`config.mk`:
```
export PLATFORM = sky130hd
export DESIGN_NAME = fp_mul_arbiter_flat
export DESIGN_NICKNAME = d
export VERILOG_FILES = /design/src/rtl/fp_mul_arbiter_if.sv /design/src/rtl/fp_mul_arbiter.sv /design/src/flat_wrapper.sv
export SDC_FILE = /design/constraint.sdc
export NUM_CORES = 1
export LEC_CHECK = 0
export CORE_AREA = 2 2 156 158
export DETAILED_ROUTE_END_ITERATION = 8
export DIE_AREA = 0 0 158 160
export PLACE_DENSITY_LB_ADDON = 0.3
export SKIP_CTS_REPAIR_TIMING = 1
export SLEW_MARGIN = 5
export SYNTH_ARGS = -nofsm -noshare
export SYNTH_HDL_FRONTEND = slang
export SYNTH_SLANG_ARGS = --single-unit
```
`constraint.sdc`:
```
create_clock -name clk -period 2.8 [get_ports clk]
set_clock_uncertainty 0.2 [all_clocks]
set_input_delay 0.56 -clock clk [delete_from_list [all_inputs] [get_ports clk]]
set_output_delay 0.56 -clock clk [all_outputs]
set_load 0.05 [all_outputs]
```
`src/rtl/fp_mul_arbiter_if.sv`:
```
// fp_mul_arbiter_if: client-side bundle of the shared FP multiplier arbiter.
//
// Handshake: on every rising edge where req_valid[i] and req_ready[i] are both
// high, requester i's operands are taken. A requester keeps req_valid high and
// its operands stable until that edge. req_ready is one-hot or zero. The
// response side (rsp_valid/rsp_data) has no backpressure: each rsp_valid pulse
// lasts one cycle and the requester must take it.
//
// Signals:
//   req_valid  [NREQ]     requester i presents operands
//   req_ready  [NREQ]     requester i granted this cycle
//   req_a/b    [32*NREQ]  operands, requester i at [32i+31:32i]
//   rsp_valid  [NREQ]     one-hot, product for requester i
//   rsp_data   [32]       product
//   busy                  any operation issued and not yet returned
interface fp_mul_arbiter_if #(
  parameter int NREQ = 4
);
  logic [NREQ-1:0]      req_valid;
  logic [NREQ-1:0]      req_ready;
  logic [32*NREQ-1:0]   req_a;
  logic [32*NREQ-1:0]   req_b;
  logic [NREQ-1:0]      rsp_valid;
  logic [31:0]          rsp_data;
  logic                 busy;

  modport master (
    output req_valid, req_a, req_b,
    input  req_ready, rsp_valid, rsp_data, busy
  );

  modport slave (
    input  req_valid, req_a, req_b,
    output req_ready, rsp_valid, rsp_data, busy
  );
endinterface

```
`src/rtl/fp_mul_arbiter.sv`:
```
// fp_mul_arbiter: shares one fixed-latency pipelined FP multiplier among NREQ
// requesters. Round-robin grant, per-requester credit limit on in-flight ops,
// and a tag shift register matched to the multiplier latency that routes each
// product back to the requester that issued it. The multiplier has no valid or
// stall, so every cycle issues either a real op or zero operands.
//
// Ports:
//   clk       rising-edge clock
//   rst_n     synchronous active-low reset
//   cli       fp_mul_arbiter_if.slave (requests, responses, busy)
//   mul_a/b   registered operands to the multiplier
//   mul_prod  multiplier product, LAT cycles after mul_a/mul_b
module fp_mul_arbiter #(
  parameter int NREQ   = 4,
  parameter int TAGW   = 2,
  parameter int LAT    = 6,
  parameter int MAXOUT = 2
) (
  input  logic                 clk,
  input  logic                 rst_n,
  fp_mul_arbiter_if.slave      cli,
  output logic [31:0]          mul_a,
  output logic [31:0]          mul_b,
  input  logic [31:0]          mul_prod
);

  logic [TAGW-1:0]  ptr;
  logic [2:0]       cnt [NREQ];

  // Tag pipe: stage s holds the owner of the op whose product reaches
  // mul_prod when the tag reaches stage LAT.
  logic             tag_v  [LAT+1];
  logic [TAGW-1:0]  tag_id [LAT+1];

  logic [NREQ-1:0]  elig;
  logic [NREQ-1:0]  grant_oh;
  logic [TAGW-1:0]  grant_idx;
  logic             grant_found;
  logic             accept;
  logic [31:0]      sel_a;
  logic [31:0]      sel_b;
  logic [NREQ-1:0]  inc_vec;
  logic [NREQ-1:0]  dec_vec;
  logic [NREQ-1:0]  rsp_oh;

  // Eligibility looks only at registered credits, so a credit returned at an
  // edge is usable in the cycle right after that edge and never earlier.
  always_comb begin
    elig = '0;
    for (int i = 0; i < NREQ; i++) begin
      elig[i] = cli.req_valid[i] && (cnt[i] < 3'(MAXOUT));
    end
  end

  // Round-robin scan starting just after the last accepted requester.
  always_comb begin
    logic [TAGW-1:0] cand;
    grant_found = 1'b0;
    grant_idx   = '0;
    cand        = '0;
    for (int k = 1; k <= NREQ; k++) begin
      cand = TAGW'((int'(ptr) + k) % NREQ);
      if (!grant_found && elig[cand]) begin
        grant_found = 1'b1;
        grant_idx   = cand;
      end
    end
  end

  always_comb begin
    grant_oh = '0;
    if (grant_found && rst_n) begin
      grant_oh[grant_idx] = 1'b1;
    end
  end

  assign cli.req_ready = grant_oh;
  assign accept        = |(cli.req_valid & grant_oh);

  always_comb begin
    sel_a = '0;
    sel_b = '0;
    for (int i = 0; i < NREQ; i++) begin
      if (grant_idx == TAGW'(i)) begin
        sel_a = cli.req_a[32*i +: 32];
        sel_b = cli.req_b[32*i +: 32];
      end
    end
  end

  // Credit events at the coming edge: an accept takes a credit, a response
  // issue (tag at the last stage) gives one back.
  always_comb begin
    inc_vec = '0;
    dec_vec = '0;
    rsp_oh  = '0;
    for (int i = 0; i < NREQ; i++) begin
      inc_vec[i] = accept && (grant_idx == TAGW'(i));
      dec_vec[i] = tag_v[LAT] && (tag_id[LAT] == TAGW'(i));
      rsp_oh[i]  = (tag_id[LAT] == TAGW'(i));
    end
  end

  always_ff @(posedge clk) begin
    if (!rst_n) begin
      mul_a         <= '0;
      mul_b         <= '0;
      cli.rsp_valid <= '0;
      cli.rsp_data  <= '0;
      ptr           <= TAGW'(NREQ - 1);
      for (int s = 0; s <= LAT; s++) begin
        tag_v[s]  <= 1'b0;
        tag_id[s] <= '0;
      end
      for (int i = 0; i < NREQ; i++) begin
        cnt[i] <= '0;
      end
    end else begin
      if (accept) begin
        mul_a <= sel_a;
        mul_b <= sel_b;
        ptr   <= grant_idx;
      end else begin
        mul_a <= '0;
        mul_b <= '0;
      end

      tag_v[0]  <= accept;
      tag_id[0] <= accept ? grant_idx : '0;
      for (int s = 1; s <= LAT; s++) begin
        tag_v[s]  <= tag_v[s-1];
        tag_id[s] <= tag_id[s-1];
      end

      if (tag_v[LAT]) begin
        cli.rsp_valid <= rsp_oh;
        cli.rsp_data  <= mul_prod;
      end else begin
        cli.rsp_valid <= '0;
      end

      for (int i = 0; i < NREQ; i++) begin
        if (inc_vec[i] && !dec_vec[i]) begin
          cnt[i] <= cnt[i] + 3'd1;
        end else if (dec_vec[i] && !inc_vec[i]) begin
          cnt[i] <= cnt[i] - 3'd1;
        end
      end
    end
  end

  always_comb begin
    cli.busy = |cli.rsp_valid;
    for (int s = 0; s <= LAT; s++) begin
      cli.busy = cli.busy | tag_v[s];
    end
  end

  // Credit bounds: never above MAXOUT, never a return without an op in flight.
  always_ff @(posedge clk) begin
    if (rst_n) begin
      for (int i = 0; i < NREQ; i++) begin
        assert (cnt[i] <= 3'(MAXOUT));
        assert (!(dec_vec[i] && !inc_vec[i] && (cnt[i] == 3'd0)));
      end
    end
  end

endmodule
```
`src/flat_wrapper.sv`:
```
// flat-port wrapper written by rule: the top's interface ports become plain ports
module fp_mul_arbiter_flat 
#(
  parameter int NREQ   = 4,
  parameter int TAGW   = 2,
  parameter int LAT    = 6,
  parameter int MAXOUT = 2
)
  (clk, rst_n, mul_a, mul_b, mul_prod, cli_req_valid, cli_req_a, cli_req_b, cli_req_ready, cli_rsp_valid, cli_rsp_data, cli_busy);
  fp_mul_arbiter_if #(.NREQ(NREQ)) cli_i ();
  input  logic clk;
  input  logic rst_n;
  output logic [31:0] mul_a;
  output logic [31:0] mul_b;
  input  logic [31:0] mul_prod;
  input wire logic [$bits(cli_i.req_valid)-1:0] cli_req_valid;
  input wire logic [$bits(cli_i.req_a)-1:0] cli_req_a;
  input wire logic [$bits(cli_i.req_b)-1:0] cli_req_b;
  output wire logic [$bits(cli_i.req_ready)-1:0] cli_req_ready;
  output wire logic [$bits(cli_i.rsp_valid)-1:0] cli_rsp_valid;
  output wire logic [$bits(cli_i.rsp_data)-1:0] cli_rsp_data;
  output wire logic [$bits(cli_i.busy)-1:0] cli_busy;
  assign cli_i.req_valid = cli_req_valid;
  assign cli_i.req_a = cli_req_a;
  assign cli_i.req_b = cli_req_b;
  assign cli_req_ready = cli_i.req_ready;
  assign cli_rsp_valid = cli_i.rsp_valid;
  assign cli_rsp_data = cli_i.rsp_data;
  assign cli_busy = cli_i.busy;
  fp_mul_arbiter #(.NREQ(NREQ), .TAGW(TAGW), .LAT(LAT), .MAXOUT(MAXOUT)) u_core (.clk(clk), .rst_n(rst_n), .cli(cli_i), .mul_a(mul_a), .mul_b(mul_b), .mul_prod(mul_prod));
endmodule
```
==> flow_summary.ini <==
[status]
status = finished with violations
violations = setup timing

[synthesis]
async_flop_share_pct = 0
synth_top_family_by_area = compound AO/OA/AOI/OAI gates
netlist_area_mm2 = 0.005883
yosysMostFrequentCell = dfxtp_1
ys_warn_count = 0
synth_adder_area_share_pct = 1.446
yosysUniqueCellTypes = 52
syn_nets = 864
synth-simple-area-share_pct = 10.36
seq_area_frac_synth_pct = 47.98
ys_ff_latch = 135
synth.largest_area_cell = dfxtp_1
ys_top_cells_by_area = dfxtp_1, mux2i_1, a32oi_1
postSynthCellCount = 565
synth_flop_cell = dfxtp_1
yosys-top-cells-count = dfxtp_1, mux2i_1, o21ai_1
synth.avg_cell_area_um2 = 10.41
synth-compound-area-share_pct = 17.82
muxShareOfSynthArea_pct = 16.67
synth-xor-area-share_pct = 1.042
synth_edf_count = 12
yosys.area.top_type_share_pct = 41.85

[drt]
finalWirelength_mm = 24.16
wl_met2_mm = 12.30
drt_iter0_drc = 276
firstDrtPassIters = 4
drcViolationCount = 0
routed.top_layer = met5
drtAntennaViolNets = 0
routed-via-count = 6222
wl_per_cell_um = 17.90
via_per_inst = 4.609
wl_met1_mm = 8.831
met3WireLength_mm = 2.164

[pwr]
p_per_area_mw_per_mm2 = 563.9
p_leak_nw = 4.514
ir_drop_mv = 0.3124

[worst_hold_path]
min-delay-start = u_core.tag_id[0][1]
worstHoldPathCells = 1
hold_class = reg -> reg
min_to = u_core.tag_id[0][3]

[floorplanning]
start_util_pct = 24.70
die_y_um = 160
core_mm2 = 0.02382
die_w_um = 158
dieArea_mm2 = 0.02528
pin_count = 399
rows = 57

[critical_path]
crit_arrival_ns = 2.17
critPathRequiredTime_ns = 2.04
r2r_end = u_core.cnt[1][2]
worstPathMaxFanout = 4
r2r_cells = 10
cp-end-kind = primary output
path_class = reg -> out
worstReg2RegStart = u_core.cnt[3][2]
critPathLaunchType = flip-flop
r2r_setup_slack_ns = -0.02

[sta]
fin_crit_sh_pct = 104.5
fmax_ghz = 0.3418
tightestPinTransition_ns = 0.6230
worst_slack_ns = -0.1255
hold_viol_final = 0
rsz0062_at_grt = yes
finalSetupViolations = 2
whs_ns = 0.2271
fin_crit_ns = 2.926
slew_headroom_pct = 58.33
finalMaxSlewViolations = 0

[placed_design]
dpl.hpwl_mm = 19.47
port_buffers = 398
placed_area_mm2 = 0.01082
gp_congestion = 0.8492

[global_routing]
grt_max_degree = 41
grt_pass1_wl_mm = 35.25
track_usage_pct = 18.55
antenna_found_initial = 4
grt-ovfl-total = 0
grt_pass1_vias = 6274

[job]
maxCapViolations = 0

[cells_and_area]
area_growth_pct = 96.17
stdcell_area_mm2 = 0.01154
drive_above_1_share_pct = 13.38
nets = 1310

[clock_network]
clk_root_buffer_cell = clkbuf_16
clk_pin_slew_ns = 0.06
clkSinkCount = 135
tritoncts = done
htreeDepth = 4
numCtsBuffers = 17
clkLatencyLatePin_ns = 0.42
clk_path_buf_depth = 2
==> kinds of logic (layout without fill, tap and decap cells) <==
| logic type | after synthesis | in the layout |
|---|---|---|
| fa+ha+maj | 5 | 5 |
| buf+inv | 57 | 516 |
| mux | 98 | 98 |
| xor+xnor | 7 | 7 |
| flops | 135 | 135 |
| compound gates | 148 | 148 |
| other cells | 0 | 2 |
| simple gates | 115 | 115 |
==> cells in the final DEF, fill, tap and decap left out, types with 4 or more instances in the layout <==
cell | Yosys | final
edfxtp_1 | 12 | 12
and2_1 | 19 | 18
buf_12 | 0 | 18
nand2b_1 | 5 | 4
clkbuf_16 | 0 | 19
clkdlybuf4s50_1 | 0 | 391
nand2_1 | 11 | 11
o21ai_1 | 65 | 65
nor2_1 | 45 | 45
nor3b_2 | 2 | 4
mux2i_1 | 98 | 98
inv_6 | 0 | 5
nand3_1 | 7 | 7
a32oi_1 | 64 | 64
inv_1 | 10 | 9
dfxtp_1 | 123 | 122
nor3_1 | 7 | 7
buf_4 | 7 | 61
==> state kept, by name (all words and copies together), names as in the netlist <==
name,count
u_core.cli.rsp_data,32
u_core.cli.rsp_valid,4
u_core.cnt,12
u_core.mul_a,32
u_core.mul_b,32
u_core.ptr,2
u_core.tag_id,14
u_core.tag_v,7
==> metrics by stage <==
step / cells / worst slack (ns) / setup TNS [ns] / power, mW / utilization (%)
3_5_place_dp: 1310 / -0.6291 / -18.42 / 4.255 / 45.42
6_report: 1350 / -0.1255 / -0.1441 / 6.508 / 48.45
4_1_cts: 1342 / -0.3100 / -1.061 / 6.573 / 47.94
3_3_place_gp: 1310 / -0.6139 / -16.11 / 4.246 / 45.42
2_1_floorplan: 565 / -0.06728 / -0.06728 / 3.191 / -
5_1_grt: 1350 / -0.2115 / -0.4254 / 6.786 / 48.45
==> power breakdown <==
part / total, mW / internal [mW] / switching [mW]
sequential: 2.17 / 2.11 / 0.0590
combinational: 2.06 / 0.985 / 1.07
clock: 2.28 / 1.37 / 0.909
==> layer usage <==
| metal | up-vias | GRT usage, % |
|---|---|---|
| met4 | 4 | 8.600 |
| met5 | - | 0 |
| met3 | 43 | 6.350 |
| li1 | 3014 | - |
| met2 | 280 | 33.14 |
| met1 | 2881 | 19.35 |
==> critical path, stage by stage, from the launching register on <==
cell	delay (ns)
edfxtp_1	0.42
or4b_4	0.56
a22oi_2	0.26
o22ai_4	0.11
and2_4	0.15
buf_6	0.12
buf_12	0.14
==> cell type report <==
cell class / count / area [um2]
diodes: 2 / 5.005
clock buffers: 22 / 496.7
clock inverters: 10 / 103.9
fillers: 2287 / 12280
inverters: 11 / 41.29
multi-input cells: 373 / 2897
flip-flops and latches: 135 / 2824
well taps: 324 / 405.4
repair buffers: 473 / 4768
==> worst max-delay path by stage <==
| stage | from | to | cells past startpoint |
|---|---|---|---|
| floorplan | cli_req_valid[3] | u_core.cnt[1][2] | 10 |
| global placement | cli_req_valid[3] | u_core.cnt[1][2] | 11 |
| detailed placement | cli_req_valid[3] | u_core.cnt[1][2] | 11 |
| CTS | cli_req_valid[3] | cli_req_ready[1] | 7 |
| global route | u_core.cnt[3][2] | cli_req_ready[1] | 6 |
| finish | u_core.cnt[3][2] | cli_req_ready[1] | 6 |
Note: power is estimated with default switching activity, not from simulation.
